[src/rtl/uart_bridge_pkg.sv]
// Shared definitions for the UART-to-bus debug bridge: parser states and
// the command/response byte codes of the host protocol.
package uart_bridge_pkg;

  typedef enum logic [2:0] {
    IDLE  = 3'd0,
    ADDR  = 3'd1,
    WDATA = 3'd2,
    BUS   = 3'd3,
    RESP  = 3'd4
  } bridgeState_t;

  localparam logic [7:0] CMD_WRITE = 8'h57;
  localparam logic [7:0] CMD_READ  = 8'h52;
  localparam logic [7:0] RSP_OK    = 8'h4B;
  localparam logic [7:0] RSP_ERR   = 8'h45;

endpackage

[src/rtl/uart_bridge_tx_ser.sv]
// Response serializer: takes up to five bytes (MSB first) and walks them
// through the transmitter's tx_valid/tx_done handshake one byte at a time.
module uart_bridge_tx_ser (
  input  logic        clk,
  input  logic        reset,
  input  logic        load,
  input  logic [39:0] loadBytes,
  input  logic [2:0]  loadCount,
  input  logic        tx_done,
  output logic [7:0]  tx_data,
  output logic        tx_valid,
  output logic        done
);

  logic [31:0] tailBytes;
  logic [2:0]  remaining;
  logic        waiting;

  // done fires in the same cycle the last byte's tx_done arrives
  assign done = waiting && tx_done && (remaining == 3'd1);

  // Byte sequencing: next tx_valid goes out the cycle after each tx_done
  always_ff @(posedge clk) begin
    if (reset) begin
      tx_data   <= 8'h00;
      tx_valid  <= 1'b0;
      tailBytes <= 32'h0000_0000;
      remaining <= 3'd0;
      waiting   <= 1'b0;
    end else if (load) begin
      tx_data   <= loadBytes[39:32];
      tailBytes <= loadBytes[31:0];
      remaining <= loadCount;
      waiting   <= 1'b1;
      tx_valid  <= 1'b1;
    end else if (waiting && tx_done) begin
      if (remaining == 3'd1) begin
        waiting   <= 1'b0;
        remaining <= 3'd0;
        tx_valid  <= 1'b0;
      end else begin
        tx_data   <= tailBytes[31:24];
        tailBytes <= {tailBytes[23:0], 8'h00};
        remaining <= remaining - 3'd1;
        tx_valid  <= 1'b1;
      end
    end else begin
      tx_valid <= 1'b0;
    end
  end

endmodule

[src/rtl/uart_bus_bridge.sv]
// UART-to-bus debug bridge: parses host command frames, performs one 32-bit
// bus read or write, and answers with an OK/ERR response frame.
module uart_bus_bridge
  import uart_bridge_pkg::*;
#(
  parameter int FrameTimeout = 100000,
  parameter int BusTimeout   = 1024
) (
  input  logic        clk,
  input  logic        reset,
  input  logic [7:0]  rx_data,
  input  logic        rx_done,
  input  logic        rx_err,
  output logic [7:0]  tx_data,
  output logic        tx_valid,
  input  logic        tx_done,
  output logic [31:0] bus_addr,
  output logic [31:0] bus_wdata,
  output logic        bus_ren,
  output logic        bus_wen,
  output logic [3:0]  bus_strobe,
  input  logic [31:0] bus_rdata,
  input  logic        bus_request_stall,
  input  logic        bus_error,
  output logic        busy,
  output logic        overrun
);

  localparam logic [31:0] FrameLimit = 32'(FrameTimeout - 1);
  localparam logic [31:0] StallLimit = 32'(BusTimeout - 1);

  bridgeState_t state, stateNext;
  logic        isWrite;
  logic [1:0]  byteCnt;
  logic [31:0] frameTimer;
  logic [31:0] stallCnt;
  logic        busActive;
  logic        busAccept;
  logic        busAbort;
  logic        txLoad;
  logic        txAllDone;
  logic [39:0] txBytes;
  logic [2:0]  txCount;

  assign busActive = bus_ren | bus_wen;
  assign txLoad    = busAccept | busAbort;

  // Next-state decode for the frame parser / bus / response sequence
  always_comb begin
    stateNext = state;
    busAccept = 1'b0;
    busAbort  = 1'b0;
    case (state)
      IDLE: begin
        if (rx_done && ((rx_data == CMD_WRITE) || (rx_data == CMD_READ))) begin
          stateNext = ADDR;
        end else begin
          stateNext = IDLE;
        end
      end
      ADDR: begin
        if (rx_err || (!rx_done && (frameTimer == FrameLimit))) begin
          stateNext = IDLE;
        end else if (rx_done && (byteCnt == 2'd3)) begin
          stateNext = isWrite ? WDATA : BUS;
        end else begin
          stateNext = ADDR;
        end
      end
      WDATA: begin
        if (rx_err || (!rx_done && (frameTimer == FrameLimit))) begin
          stateNext = IDLE;
        end else if (rx_done && (byteCnt == 2'd3)) begin
          stateNext = BUS;
        end else begin
          stateNext = WDATA;
        end
      end
      BUS: begin
        // the request is only raised one cycle after entry, so wait for it
        if (!busActive) begin
          stateNext = BUS;
        end else if (!bus_request_stall) begin
          busAccept = 1'b1;
          stateNext = RESP;
        end else if (stallCnt == StallLimit) begin
          busAbort  = 1'b1;
          stateNext = RESP;
        end else begin
          stateNext = BUS;
        end
      end
      RESP: begin
        if (txAllDone) begin
          stateNext = IDLE;
        end else begin
          stateNext = RESP;
        end
      end
      default: begin
        stateNext = IDLE;
      end
    endcase
  end

  // Response frame selection, loaded into the serializer on leaving BUS
  always_comb begin
    txBytes = {RSP_OK, 32'h0000_0000};
    txCount = 3'd1;
    if (busAbort || bus_error) begin
      txBytes = {RSP_ERR, 32'h0000_0000};
      txCount = 3'd1;
    end else if (!isWrite) begin
      txBytes = {RSP_OK, bus_rdata};
      txCount = 3'd5;
    end else begin
      txBytes = {RSP_OK, 32'h0000_0000};
      txCount = 3'd1;
    end
  end

  // State register
  always_ff @(posedge clk) begin
    if (reset) begin
      state <= IDLE;
    end else begin
      state <= stateNext;
    end
  end

  // Datapath: address/data shifting, counters and bus request handshake
  always_ff @(posedge clk) begin
    if (reset) begin
      isWrite    <= 1'b0;
      byteCnt    <= 2'd0;
      frameTimer <= 32'd0;
      stallCnt   <= 32'd0;
      bus_addr   <= 32'h0000_0000;
      bus_wdata  <= 32'h0000_0000;
      bus_ren    <= 1'b0;
      bus_wen    <= 1'b0;
      bus_strobe <= 4'h0;
      busy       <= 1'b0;
      overrun    <= 1'b0;
    end else begin
      busy <= (stateNext != IDLE);
      if (rx_done && ((state == BUS) || (state == RESP))) begin
        overrun <= 1'b1;
      end
      case (state)
        IDLE: begin
          byteCnt    <= 2'd0;
          frameTimer <= 32'd0;
          if (stateNext == ADDR) begin
            isWrite <= (rx_data == CMD_WRITE);
          end
        end
        ADDR, WDATA: begin
          if (rx_done) begin
            if (state == ADDR) begin
              bus_addr <= {bus_addr[23:0], rx_data};
            end else begin
              bus_wdata <= {bus_wdata[23:0], rx_data};
            end
            byteCnt    <= byteCnt + 2'd1;
            frameTimer <= 32'd0;
          end else begin
            frameTimer <= frameTimer + 32'd1;
          end
        end
        BUS: begin
          if (!busActive) begin
            bus_ren    <= ~isWrite;
            bus_wen    <= isWrite;
            bus_strobe <= 4'hF;
            stallCnt   <= 32'd0;
          end else if (busAccept || busAbort) begin
            bus_ren    <= 1'b0;
            bus_wen    <= 1'b0;
            bus_strobe <= 4'h0;
          end else begin
            stallCnt <= stallCnt + 32'd1;
          end
        end
        RESP: begin
          byteCnt <= 2'd0;
        end
        default: begin
          byteCnt <= 2'd0;
        end
      endcase
    end
  end

  uart_bridge_tx_ser txSer (
    .clk       (clk),
    .reset     (reset),
    .load      (txLoad),
    .loadBytes (txBytes),
    .loadCount (txCount),
    .tx_done   (tx_done),
    .tx_data   (tx_data),
    .tx_valid  (tx_valid),
    .done      (txAllDone)
  );

endmodule
[config.mk]
export PLATFORM = sky130hd
export DESIGN_NAME = uart_bus_bridge
export DESIGN_NICKNAME = d
export VERILOG_FILES = /design/src/rtl/uart_bridge_pkg.sv /design/src/rtl/uart_bridge_tx_ser.sv /design/src/rtl/uart_bus_bridge.sv
export SDC_FILE = /design/constraint.sdc
export NUM_CORES = 1
export LEC_CHECK = 0
export CAP_MARGIN = 10
export CORE_UTILIZATION = 30
export DETAILED_ROUTE_END_ITERATION = 10
export HOLD_SLACK_MARGIN = 0.12
export PLACE_DENSITY = 0.51
export SYNTH_ARGS = -nofsm -noshare
export SYNTH_HDL_FRONTEND = slang
export SYNTH_SLANG_ARGS = --single-unit
[constraint.sdc]
create_clock -name clk -period 2.9 [get_ports clk]
set_clock_uncertainty 0.05 [all_clocks]
set_input_delay 0.58 -clock clk [delete_from_list [all_inputs] [get_ports clk]]
set_output_delay 0.58 -clock clk [all_outputs]
set_load 0.03 [all_outputs]
# Word level (Yosys, flattened, before mapping)
# Cells that the tools add are included.
# W data, S select, Z words.
# classes
n_bitwise	5
addsub	4
n_eq_ne	15
div_mod_pow	0
shifts	0
mul	0
n_reduce_logical	26
order_cmp	0
mux	48
# op_table
cell	count
$mux W32	7
$add A32 B1 Y32 const B	2
$pmux W32 S2	1
$mux W36	1
$eq A32 B10 Y1 const B	1
$eq A32 B17 Y1 const B	1
$mux W3	9
$mux W8	3
$mux W1	19
$eq A8 B7 Y1 const B	2
$pmux W3 S5	1
$reduce_and A2 Y1	6
$eq A3 B1 Y1 const B	3
$mux W2	4
$mux W4	2
$eq A3 B2 Y1 const B	2
$logic_and A1 B1 Y1	6
$ne A2 B2 Y1 const B	3
$reduce_and A3 Y1	2
$reduce_bool A2 Y1	3
$logic_or A1 B1 Y1	5
$pmux W2 S2	1
$eq A3 B3 Y1 const B	1
$logic_not A3 Y1	1
other kinds (9)	12
# word_totals
ramBits	0
inputBits	47
ff_bits	187
latchBits	0
mem_bits_ro	0
mem_count	0

# Longest topological paths before layout
# Gate-level depths: netlist of run 1.
# logic_depth
depth_word	8
depth_mapped	8
mapped_depth_nobuf	7

# Hierarchy
# From an unflattened synthesis of run 1, not the netlist that was laid out.
# hier_totals
cells_unflattened	1035
area_unflattened_um2	8355.5
# by_module_without_submodules
mod	seq_area_each_um2	cells_each	area_each_um2	instances
uart_bus_bridge	2782.7	790	6293.5	1
uart_bridge_tx_ser	900.9	245	2062.0	1

# Worst setup path before layout of run 1
# No wires, ideal clock.
# synth_path
path_kind	register -> register
start	register stallCnt[24]
end	register txSer.remaining[2]
setup_ns	0.137
stages_incl_launch_ff	8
t_arrival_ns	2.214
setup_slack_ns	0.498
synth_period_minus_slack_ns	2.402
n_path_buf	2
cell_sequence	dfxtp_1 > or4_1 > or4_1 > buf_2 > or4_4 > buf_6 > a31oi_1 > a211oi_1
# synth_via
elab_chain_cells	8
elab_cells_between_ends	10
# synth_lines
item	line	rtl
start: declaration	uart_bus_bridge.sv:36	logic [31:0] stallCnt;
start signal: assignment	uart_bus_bridge.sv:182	stallCnt <= stallCnt + 32'd1;
$eq A32 B10 Y1 *	uart_bus_bridge.sv:86	end else if (stallCnt == StallLimit) begin
$mux W1 *	uart_bus_bridge.sv:86	
$mux W1 *	uart_bus_bridge.sv:83	end else if (!bus_request_stall) begin
$mux W1 *	uart_bus_bridge.sv:81	if (!busActive) begin
$mux W1 *	uart_bus_bridge.sv:53	case (state)
$logic_or A1 B1 Y1	uart_bus_bridge.sv:110	if (busAbort || bus_error) begin
$mux W3	uart_bus_bridge.sv:110	
$mux W3	uart_bridge_tx_ser.sv:30	end else if (load) begin
end signal: assignment	uart_bridge_tx_ser.sv:33	remaining <= loadCount;
end signal: assignment	uart_bridge_tx_ser.sv:44	remaining <= remaining - 3'd1;
end: declaration	uart_bridge_tx_ser.sv:16	logic [2:0] remaining;
# Every way passes the cells marked *; elsewhere a longest branch is shown, timed or not.
# A chain may end at the register's enable or synchronous reset.

# Worst setup path after layout of run 1
# Ends and elaborated chain as after synthesis.

==> qor.yml, run 1 <==
clock_tree:
  htree_num_levels: 4
  clock_latency_ns: 0.44
  numClockSinks: 184
  numCtsBuffers: 17
  cts_buffer_depth: 2
  cts_hold_buf: 0
  post_cts_resized: 0
  path_clk_slew_ns: 0.08
  postCtsSetupBuffers: 0
  cts-root-buf: "clkbuf_16"
  cts_tree: "done"
synthesis:
  synth_compound_area_frac: 0.200
  synth_most_common_cell: "nand2_1"
  synth_area_leader_cell: "dfxtp_1"
  ys.flop_type: "dfxtp_1"
  synth_nets: 1091
  synth_top_family_by_area: "simple AND/OR/NAND/NOR gates"
  syn_inst: 1039
  ys_seq_area_frac: 0.450
  netlist_area_um2: 8190
  synthAdderAreaFrac: 0.00763
  async_reset_ff_frac: 0
  synth_mux_area_frac: 0.00733
  yosysTopAreaCellShare: 0.450
  synth_edf_count: 0
  yosys.area_share.simple: 0.272
  synthTopCellsByCount: "nand2_1, dfxtp_1, a21oi_1"
  yosysWarningCount: 0
  ys_types: 59
  avgSynthCellArea_um2: 7.89
  ys_seq_elements: 184
  synthTopCellsByArea: "dfxtp_1, nand2_1, a21oi_1"
  synthXorXnorAreaFrac: 0.0182
critical_path:
  worstPathMaxFanout: 10
  critical_path_required_ns: 3.13
  worst_setup_path_start_kind: "flip-flop"
  crit_arrival_ns: 2.82
  critPathKind: "reg -> reg"
  cp-end-kind: "flip-flop"
power:
  fin_total_pwr_mw: 5.06
  clkPwrFrac: 0.472
  p_switching_mw: 1.22
  vdd_ir_drop_max_uv: 421
  internal-power_mw: 3.83
  pwr_density_cell_nw_per_um2: 481
  p_comb_frac: 0.029
  switching_share: 0.242
  seqPwrFrac: 0.499
  power_leakage_nw: 3.37
placed_design:
  io_buffers: 127
  dpl.hpwl_um: 15600
  gp_congestion: 0.780
  dp_cells: 1461
  post-place-ws_ns: 0.296
  place_area_um2: 9900
job:
  max_cap_violations: 0
floorplan:
  initial_core_util: 0.305
  die_w_um: 167
  die_y_um: 167
  rows: 60
  io_pins: 128
  core_area_um2: 26900
  die_area_um2: 28000
routing:
  wl_met2_um: 10800
  wirelength_um: 23500
  ant_nets: 0
  first_pass_iters: 6
  wl_met1_um: 11500
  top_layer: "met4"
  wl_per_cell_um: 15.8
  num_vias: 7773
  drcViolationCount: 0
  wl_met3_um: 944
  drt_iter0_markers: 578
  drt-vias-per-instance: 5.21
layout:
  diodes: 0
  instances_no_fill: 1493
  utilization: 0.391
  drive_gt1_frac: 0.0686
  fillCellCount: 2781
  finish.instance_area_um2: 10500
  nets: 1191
  area_delta_synth_final_pct: 28.2
global_route:
  grt_max_degree: 143
  grt_pass1_wl_um: 39100
  grt_usage: 0.171
  gr-total-overflow: 0
  antenna_found_initial: 0
  grt_pass1_vias: 7331
sta:
  hold_viol: 0
  relSlewSlack: 0.257
  fin_hold_ws_ns: 0.406
  period_needed_ns: 2.59
  finalWorstSetupSlack_ns: 0.311
  period_share: 0.893
  rsz0062_at_grt: "false"
  max_freq_mhz: 386
  worstMarginPinSlew_ns: 1.11
  finalSetupViolations: 0
  setup_tns_ns: 0
  finalMaxSlewViolations: 0
outcome:
  outcome: "finished clean"
worst_hold_path:
  hp-class: "reg -> reg"
[power by group through the flow]
stage	logic (mW)	registers, mW	clock network, mW
global route	0.156	2.52	2.59
CTS	0.147	2.52	2.46
finish	0.145	2.52	2.39
floorplan	0.0499	2.58	0
detailed placement	0.145	2.58	0
global placement	0.147	2.58	0
[routing by layer]
layer,vias up,track usage
met1,3643,0.236
met2,166,0.271
met3,20,0.0326
met5,-,0
met4,0,0.0471
li1,3944,-
[cells in the final DEF (no fill, tap or decap), drive strengths merged, types with 4 or more instances in the layout]
cell type      instances
and4                   8
a221oi                24
or4                   20
clkinv                 7
nand2b                 6
o31ai                  7
and2                  10
o211ai                 8
nand2                224
o22ai                 27
or2                    4
a41oi                  4
a21oi                120
dfxtp                184
buf                   32
or3                   13
and3                   6
a21o                   4
nor2                  73
o2111ai                4
clkbuf                17
xor2                   9
a311oi                 5
mux2i                  6
nand4                 29
ha                     5
nor4                  19
clkdlybuf4s50        126
o21ai                 26
nand3                 28
inv                   21
xnor2                  8
a31oi                  9
nor3                  22
[registers in the layout, summed over array words and instances (netlist names), 2 cells and up]
name	flops
bus_addr	32
state	3
txSer.remaining	3
byteCnt	2
txSer.tx_data	8
stallCnt	32
frameTimer	32
bus_wdata	32
txSer.tailBytes	32
[area by class of cell]
class                   count  area (um2)  area share
clock buffers              17         425      0.0405
clock inverters            15         180      0.0172
inverters                  15        56.3     0.00536
multi-input cells         763        4170       0.397
flip-flops and latches    184        3680       0.351
well taps                 341         427      0.0406
repair buffers            158        1560       0.149
[cells by family after synthesis]
logic type                 count (synthesis)
muxes                                      6
buffers and inverters                     92
DFF                                      184
and+or+nand+nor                          474
xor gates and xnor gates                  17
adders and majority gates                  5
AOI/OAI and AO/OA                        261
[worst paths after layout]
kind,end,slack [ns],cells after the start,start
max reg2reg,txSer.remaining[2],0.31,5,stallCnt[24]
min reg2reg,bus_wdata[25],0.41,2,bus_wdata[25]
min,bus_wdata[25],0.41,2,bus_wdata[25]
max,txSer.remaining[2],0.31,5,stallCnt[24]
[worst max-delay path, cell delays in order (launching register included)]
cell	delay [ns]
dfxtp_1	0.35
or4_1	0.55
or4_1	0.57
or4_4	0.67
a31oi_1	0.17
a211oi_1	0.07
No activity file was read; power rests on OpenSTA's default activity.
==> run 2, diff against run 1 <==
--- a/config.mk
+++ b/config.mk
@@ -9,7 +9,6 @@
 export CORE_UTILIZATION = 30
 export DETAILED_ROUTE_END_ITERATION = 10
 export HOLD_SLACK_MARGIN = 0.12
-export PLACE_DENSITY = 0.51
 export SYNTH_ARGS = -nofsm -noshare
 export SYNTH_HDL_FRONTEND = slang
 export SYNTH_SLANG_ARGS = --single-unit
==> qor.yml, run 2 (synthesized netlist as in run 1, its figures left out) <==
outcome:
  outcome: "finished clean"
layout:
  final_cell_mix: "nand2_1, dfxtp_1, clkdlybuf4s50_1"
  drive_gt1_frac: 0.0686  # unchanged
  area_delta_synth_final_pct: 27.6
  diodes: 0  # unchanged
  nets: 1191  # unchanged
  fillCellCount: 2763  # -0.65%
  final_common_cell: "nand2_1"
floorplan:
  die_area_um2: 28000  # unchanged
  initial_core_util: 0.305  # unchanged
  die_w_um: 167  # unchanged
  core_area_um2: 26900  # unchanged
  io_pins: 128  # unchanged
  die_y_um: 167  # unchanged
  rows: 60  # unchanged
critical_path:
  max_stage_delay_ns: 0.67  # about the same
  critPathKind: "reg -> reg"
  critical_path_required_ns: 3.13  # about the same
  crit_family: "simple AND/OR/NAND/NOR gates"
  cp_slowest_cell: "or4_4"
  cp.depth: 5  # unchanged
  crit_arrival_ns: 2.82  # about the same
  worst_setup_path_start_kind: "flip-flop"
  cpMostUsedCell: "or4_1"
  reg2regPathDepth: 5  # unchanged
  worstPathMaxFanout: 10  # unchanged
  path_cells: "or4_1 > or4_1 > or4_4 > a31oi_1 > a211oi_1"
  cp-end-kind: "flip-flop"
  worstPathBufferInverterCount: 0  # unchanged
job:
  max_cap_violations: 0  # unchanged
sta:
  worstMarginPinSlew_ns: 0.961  # -0.153 ns
  relSlewSlack: 0.359  # +0.102
  max_freq_mhz: 386  # about the same
  finalWorstSetupSlack_ns: 0.310  # -0.00117 ns
  rsz0062_at_grt: "false"
  period_share: 0.893  # about the same
  hold_viol: 0  # unchanged
  finalMaxSlewViolations: 0  # unchanged
  finalSetupViolations: 0  # unchanged
  setup_tns_ns: 0  # unchanged
  period_needed_ns: 2.59  # +0.00117 ns
placed_design:
  post-place-ws_ns: 0.216  # -0.0801 ns
  gp_congestion: 0.801  # +2.7%
  dpl.hpwl_um: 15500  # -0.90%
  io_buffers: 127  # unchanged
global_route:
  grt_usage: 0.164  # -0.00687
  antenna_found_initial: 0  # unchanged
  grt_pass1_vias: 7291  # -0.55%
  gr-total-overflow: 0  # unchanged
  grt_pass1_wl_um: 37500  # -4.1%
  grt_max_degree: 73  # -49%
power:
  pwr_density_cell_nw_per_um2: 479  # -0.43%
  power_leakage_nw: 3.34  # -0.75%
  vdd_ir_drop_max_uv: 299  # -29%
  fin_total_pwr_mw: 5.01  # -0.88%
worst_hold_path:
  min_path_cells: 2  # unchanged
  hp-class: "reg -> reg"
routing:
  wirelength_um: 22900  # -2.7%
  drt_iter0_markers: 612  # +5.9%
  first_pass_iters: 5  # -1
  num_vias: 7808  # +0.45%
  drcViolationCount: 0  # unchanged
  wl_per_cell_um: 15.3  # -2.7%
  ant_nets: 0  # unchanged
  drt-vias-per-instance: 5.23  # +0.45%
clock_tree:
  cts-root-buf: "clkbuf_16"
  post_cts_resized: 0  # unchanged
  htree_num_levels: 4  # unchanged
  numCtsBuffers: 17  # unchanged
  postCtsSetupBuffers: 0  # unchanged
  numClockSinks: 184  # unchanged
  cts_hold_buf: 0  # unchanged
  cts_tree: "done"
  cts_buffer_depth: 2  # unchanged
  path_clk_slew_ns: 0.07  # about the same
  clock_latency_ns: 0.44  # about the same
[run 2: cell types whose count changed in the layout (fill, tap and decap cells not counted), sizes merged]
cell,before,now
clkbuf,17,18
clkinvlp,1,2
clkinv,7,5
[run 2: metrics by stage]
stage	hold slack [ns]	area, um2	util	cells
5_1_grt	0.432	10500	0.389	1493
6_report	0.405	10500	0.389	1493
2_1_floorplan	0.382	8190	-	1039
4_1_cts	0.406	10500	0.389	1493
3_3_place_gp	0.391	9860	0.367	1461
3_5_place_dp	0.396	9860	0.367	1461
[run 2: tightest hold or removal path, cell delays in order (launching register included)]
cell and delay, ns:
dfxtp_1 0.31, nand2_1 0.05, a21oi_1 0.05
[run 2: path summary, 6_finish.rpt]
kind         slack, ns          start                 end
max reg2reg       0.31   stallCnt[24]  txSer.remaining[2]
max               0.31   stallCnt[24]  txSer.remaining[2]
min reg2reg       0.41  txSer.waiting       txSer.waiting
min               0.41  txSer.waiting       txSer.waiting
[run 2: layer usage]
metal	track usage	up-vias	part of all wire
li1	-	3961	-
met1	0.222	3671	0.48
met2	0.260	158	0.46
met3	0.0366	18	0.044
met4	0.0479	0	0.012
met5	0	-	0
[run 2: cell type report]
cell class | count | area [um2] | area share
clock buffer | 18 | 439 | 0.0420
tap | 341 | 427 | 0.0408
sequential | 184 | 3680 | 0.352
multi-input combinational | 763 | 4170 | 0.398
inverter | 15 | 56.3 | 0.00539
timing repair buffer | 158 | 1530 | 0.146
clock inverter | 14 | 156 | 0.0150
[run 2: where the power goes]
part | switching (mW) | total (mW) | internal (mW)
clock | 1.10 | 2.35 | 1.25
sequential | 0.000346 | 2.52 | 2.52
combinational | 0.0732 | 0.141 | 0.0679
==> run 3, diff against run 2 <==
==> constraint.sdc (replaced) <==
create_clock -name clk -period 2.3 [get_ports clk]
set_clock_uncertainty 0.05 [all_clocks]
set_input_delay 0.46 -clock clk [delete_from_list [all_inputs] [get_ports clk]]
set_output_delay 0.46 -clock clk [all_outputs]
set_load 0.03 [all_outputs]
==> qor.yml, run 3 (synthesized netlist as in run 1, its figures left out) <==
outcome:
  outcome: "finished clean"
sta:
  period_share: 0.994  # +0.101
  worstMarginPinSlew_ns: 0.687  # -0.274 ns
  setup_tns_ns: 0  # unchanged
  finalSetupViolations: 0  # unchanged
  max_freq_mhz: 437  # +13%
  period_needed_ns: 2.29  # -0.304 ns
  finalWorstSetupSlack_ns: 0.0136  # -0.296 ns
  hold_viol: 0  # unchanged
  fin_hold_ws_ns: 0.405  # +0.000330 ns
  finalMaxSlewViolations: 0  # unchanged
  rsz0062_at_grt: "true"
  relSlewSlack: 0.540  # +0.181
floorplan:
  die_w_um: 167  # unchanged
  core_area_um2: 26900  # unchanged
  io_pins: 128  # unchanged
  die_area_um2: 28000  # unchanged
  initial_core_util: 0.305  # unchanged
  rows: 60  # unchanged
  die_y_um: 167  # unchanged
placed_design:
  gp_congestion: 0.806  # +0.65%
  place_area_um2: 10200  # +3.6%
  io_buffers: 127  # unchanged
  post-place-ws_ns: -0.133  # -0.349 ns
  dp_cells: 1495  # +2.3%
  dpl.hpwl_um: 16000  # +3.1%
layout:
  area_delta_synth_final_pct: 33.1
  instances_no_fill: 1532  # +2.6%
  drive_gt1_frac: 0.107  # +0.0389
  utilization: 0.406  # +0.0169
  fillCellCount: 2720  # -1.6%
  final_cell_mix: "nand2_1, dfxtp_1, clkdlybuf4s50_1"
  final_common_cell: "nand2_1"
  finish.instance_area_um2: 10900  # +4.3%
  nets: 1230  # +3.3%
  diodes: 0  # unchanged
global_route:
  antenna_found_initial: 0  # unchanged
  grt_pass1_vias: 7568  # +3.8%
  grt_max_degree: 93  # +27%
  grt_pass1_wl_um: 38900  # +3.8%
  gr-total-overflow: 0  # unchanged
  grt_usage: 0.169  # +0.00463
power:
  p_switching_mw: 1.50  # +28%
  p_comb_frac: 0.030  # +0.002
  seqPwrFrac: 0.510  # +0.006
  fin_total_pwr_mw: 6.24  # +25%
  clkPwrFrac: 0.460  # -0.008
  pwr_density_cell_nw_per_um2: 572  # +19%
  switching_share: 0.241  # +0.00680
  power_leakage_nw: 3.58  # +7.2%
  vdd_ir_drop_max_uv: 402  # +34%
  internal-power_mw: 4.74  # +23%
clock_tree:
  htree_num_levels: 4  # unchanged
  clock_latency_ns: 0.43  # about the same
  cts_buffer_depth: 2  # unchanged
  cts_hold_buf: 0  # unchanged
  path_clk_slew_ns: 0.08  # about the same
  numCtsBuffers: 17  # unchanged
  cts-root-buf: "clkbuf_16"
  numClockSinks: 184  # unchanged
  cts_tree: "done"
critical_path:
  cp_slowest_cell: "or4_4"
  path_cells: "or4_4 > or4_4 > or4_4 > a31oi_1 > a211oi_1"
  critical_path_required_ns: 2.55  # -0.58 ns
  reg2regPathDepth: 5  # unchanged
  crit_arrival_ns: 2.53  # -0.29 ns
  max_stage_delay_ns: 0.53  # -0.14 ns
  critPathKind: "reg -> reg"
  rrSetupSlack_ns: 0.01  # -0.30 ns
  timing.rr.start: "stallCnt[24]"
  worstPathMaxFanout: 5  # -5
  r2r_end: "txSer.remaining[2]"
  cp-end-kind: "flip-flop"
  cpMostUsedCell: "or4_4"
  worst_setup_path_start_kind: "flip-flop"
job:
  max_cap_violations: 0  # unchanged
routing:
  ant_nets: 0  # unchanged
  first_pass_iters: 5  # unchanged
  drt-vias-per-instance: 5.27  # +0.70%
  wirelength_um: 24000  # +4.7%
  drt_iter0_markers: 693  # +13%
  drcViolationCount: 0  # unchanged
  num_vias: 8068  # +3.3%
  wl_per_cell_um: 15.6  # +2.1%
worst_hold_path:
  hp-class: "reg -> reg"
  hold-path-endpoint: "bus_wdata[27]"
  min_path_cells: 2  # unchanged
  hold_start: "bus_wdata[27]"
-- run 3: cell types whose count changed in the layout (fill, tap and decap cells not counted), sizes merged --
cell / delta
buf: +38
bufinv: -1
clkinv: +1
clkinvlp: +1
inv: -1
or4: +1
-- run 3: metal layers --
layer / part of all wire / vias to the layer above / global-route usage
li1: - / 4027 / -
met1: 0.48 / 3826 / 0.229
met2: 0.47 / 194 / 0.270
met3: 0.044 / 21 / 0.0326
met4: 0.012 / 0 / 0.0499
met5: 0 / - / 0
-- run 3: repair_timing --
item,CTS,global route
pin swaps,2,1
cloned,0,1
endpoints found under the hold margin,0,0
setup buffers,1,3
resized for setup,3,16
endpoints found under the setup margin,25,25
-- run 3: area by class of cell --
type                            instances  area, um2  area share
Clock buffer                           18        439      0.0403
Clock inverter                         14        138      0.0126
Inverter                               15       56.3     0.00516
Multi-Input combinational cell        764       4230       0.388
Sequential cell                       184       3680       0.338
Tap cell                              341        427      0.0391
Timing Repair Buffer                  196       1930       0.177
-- run 3: worst max-delay path by stage --
| stage | start | to | slack (ns) | depth (start not counted) |
|---|---|---|---|---|
| after detailed placement | bus_request_stall | stallCnt[7] | -0.13 | 8 |
| after floorplan | stallCnt[24] | txSer.remaining[2] | -0.10 | 7 |
| final | stallCnt[24] | txSer.remaining[2] | 0.01 | 5 |
| after global routing | stallCnt[21] | txSer.tailBytes[7] | -0.03 | 6 |
| after CTS | stallCnt[24] | txSer.remaining[2] | -0.006 | 5 |
| after global placement | stallCnt[24] | txSer.remaining[2] | -0.12 | 5 |
-- run 3: worst max-delay path: cells and delay by family (launching register included) --
family | cells | cell delay [ns]
flops | 1 | 0.33
simple gates | 3 | 1.53
compound gates | 2 | 0.23
-- run 3: power by group through the flow --
| stage | logic (mW) | clock network (mW) | registers [mW] |
|---|---|---|---|
| after floorplan | 0.0629 | 0 | 3.26 |
| after global placement | 0.191 | 0 | 3.26 |
| after detailed placement | 0.189 | 0 | 3.26 |
| after CTS | 0.191 | 2.95 | 3.18 |
| after global routing | 0.203 | 3.09 | 3.18 |
| final | 0.190 | 2.87 | 3.18 |
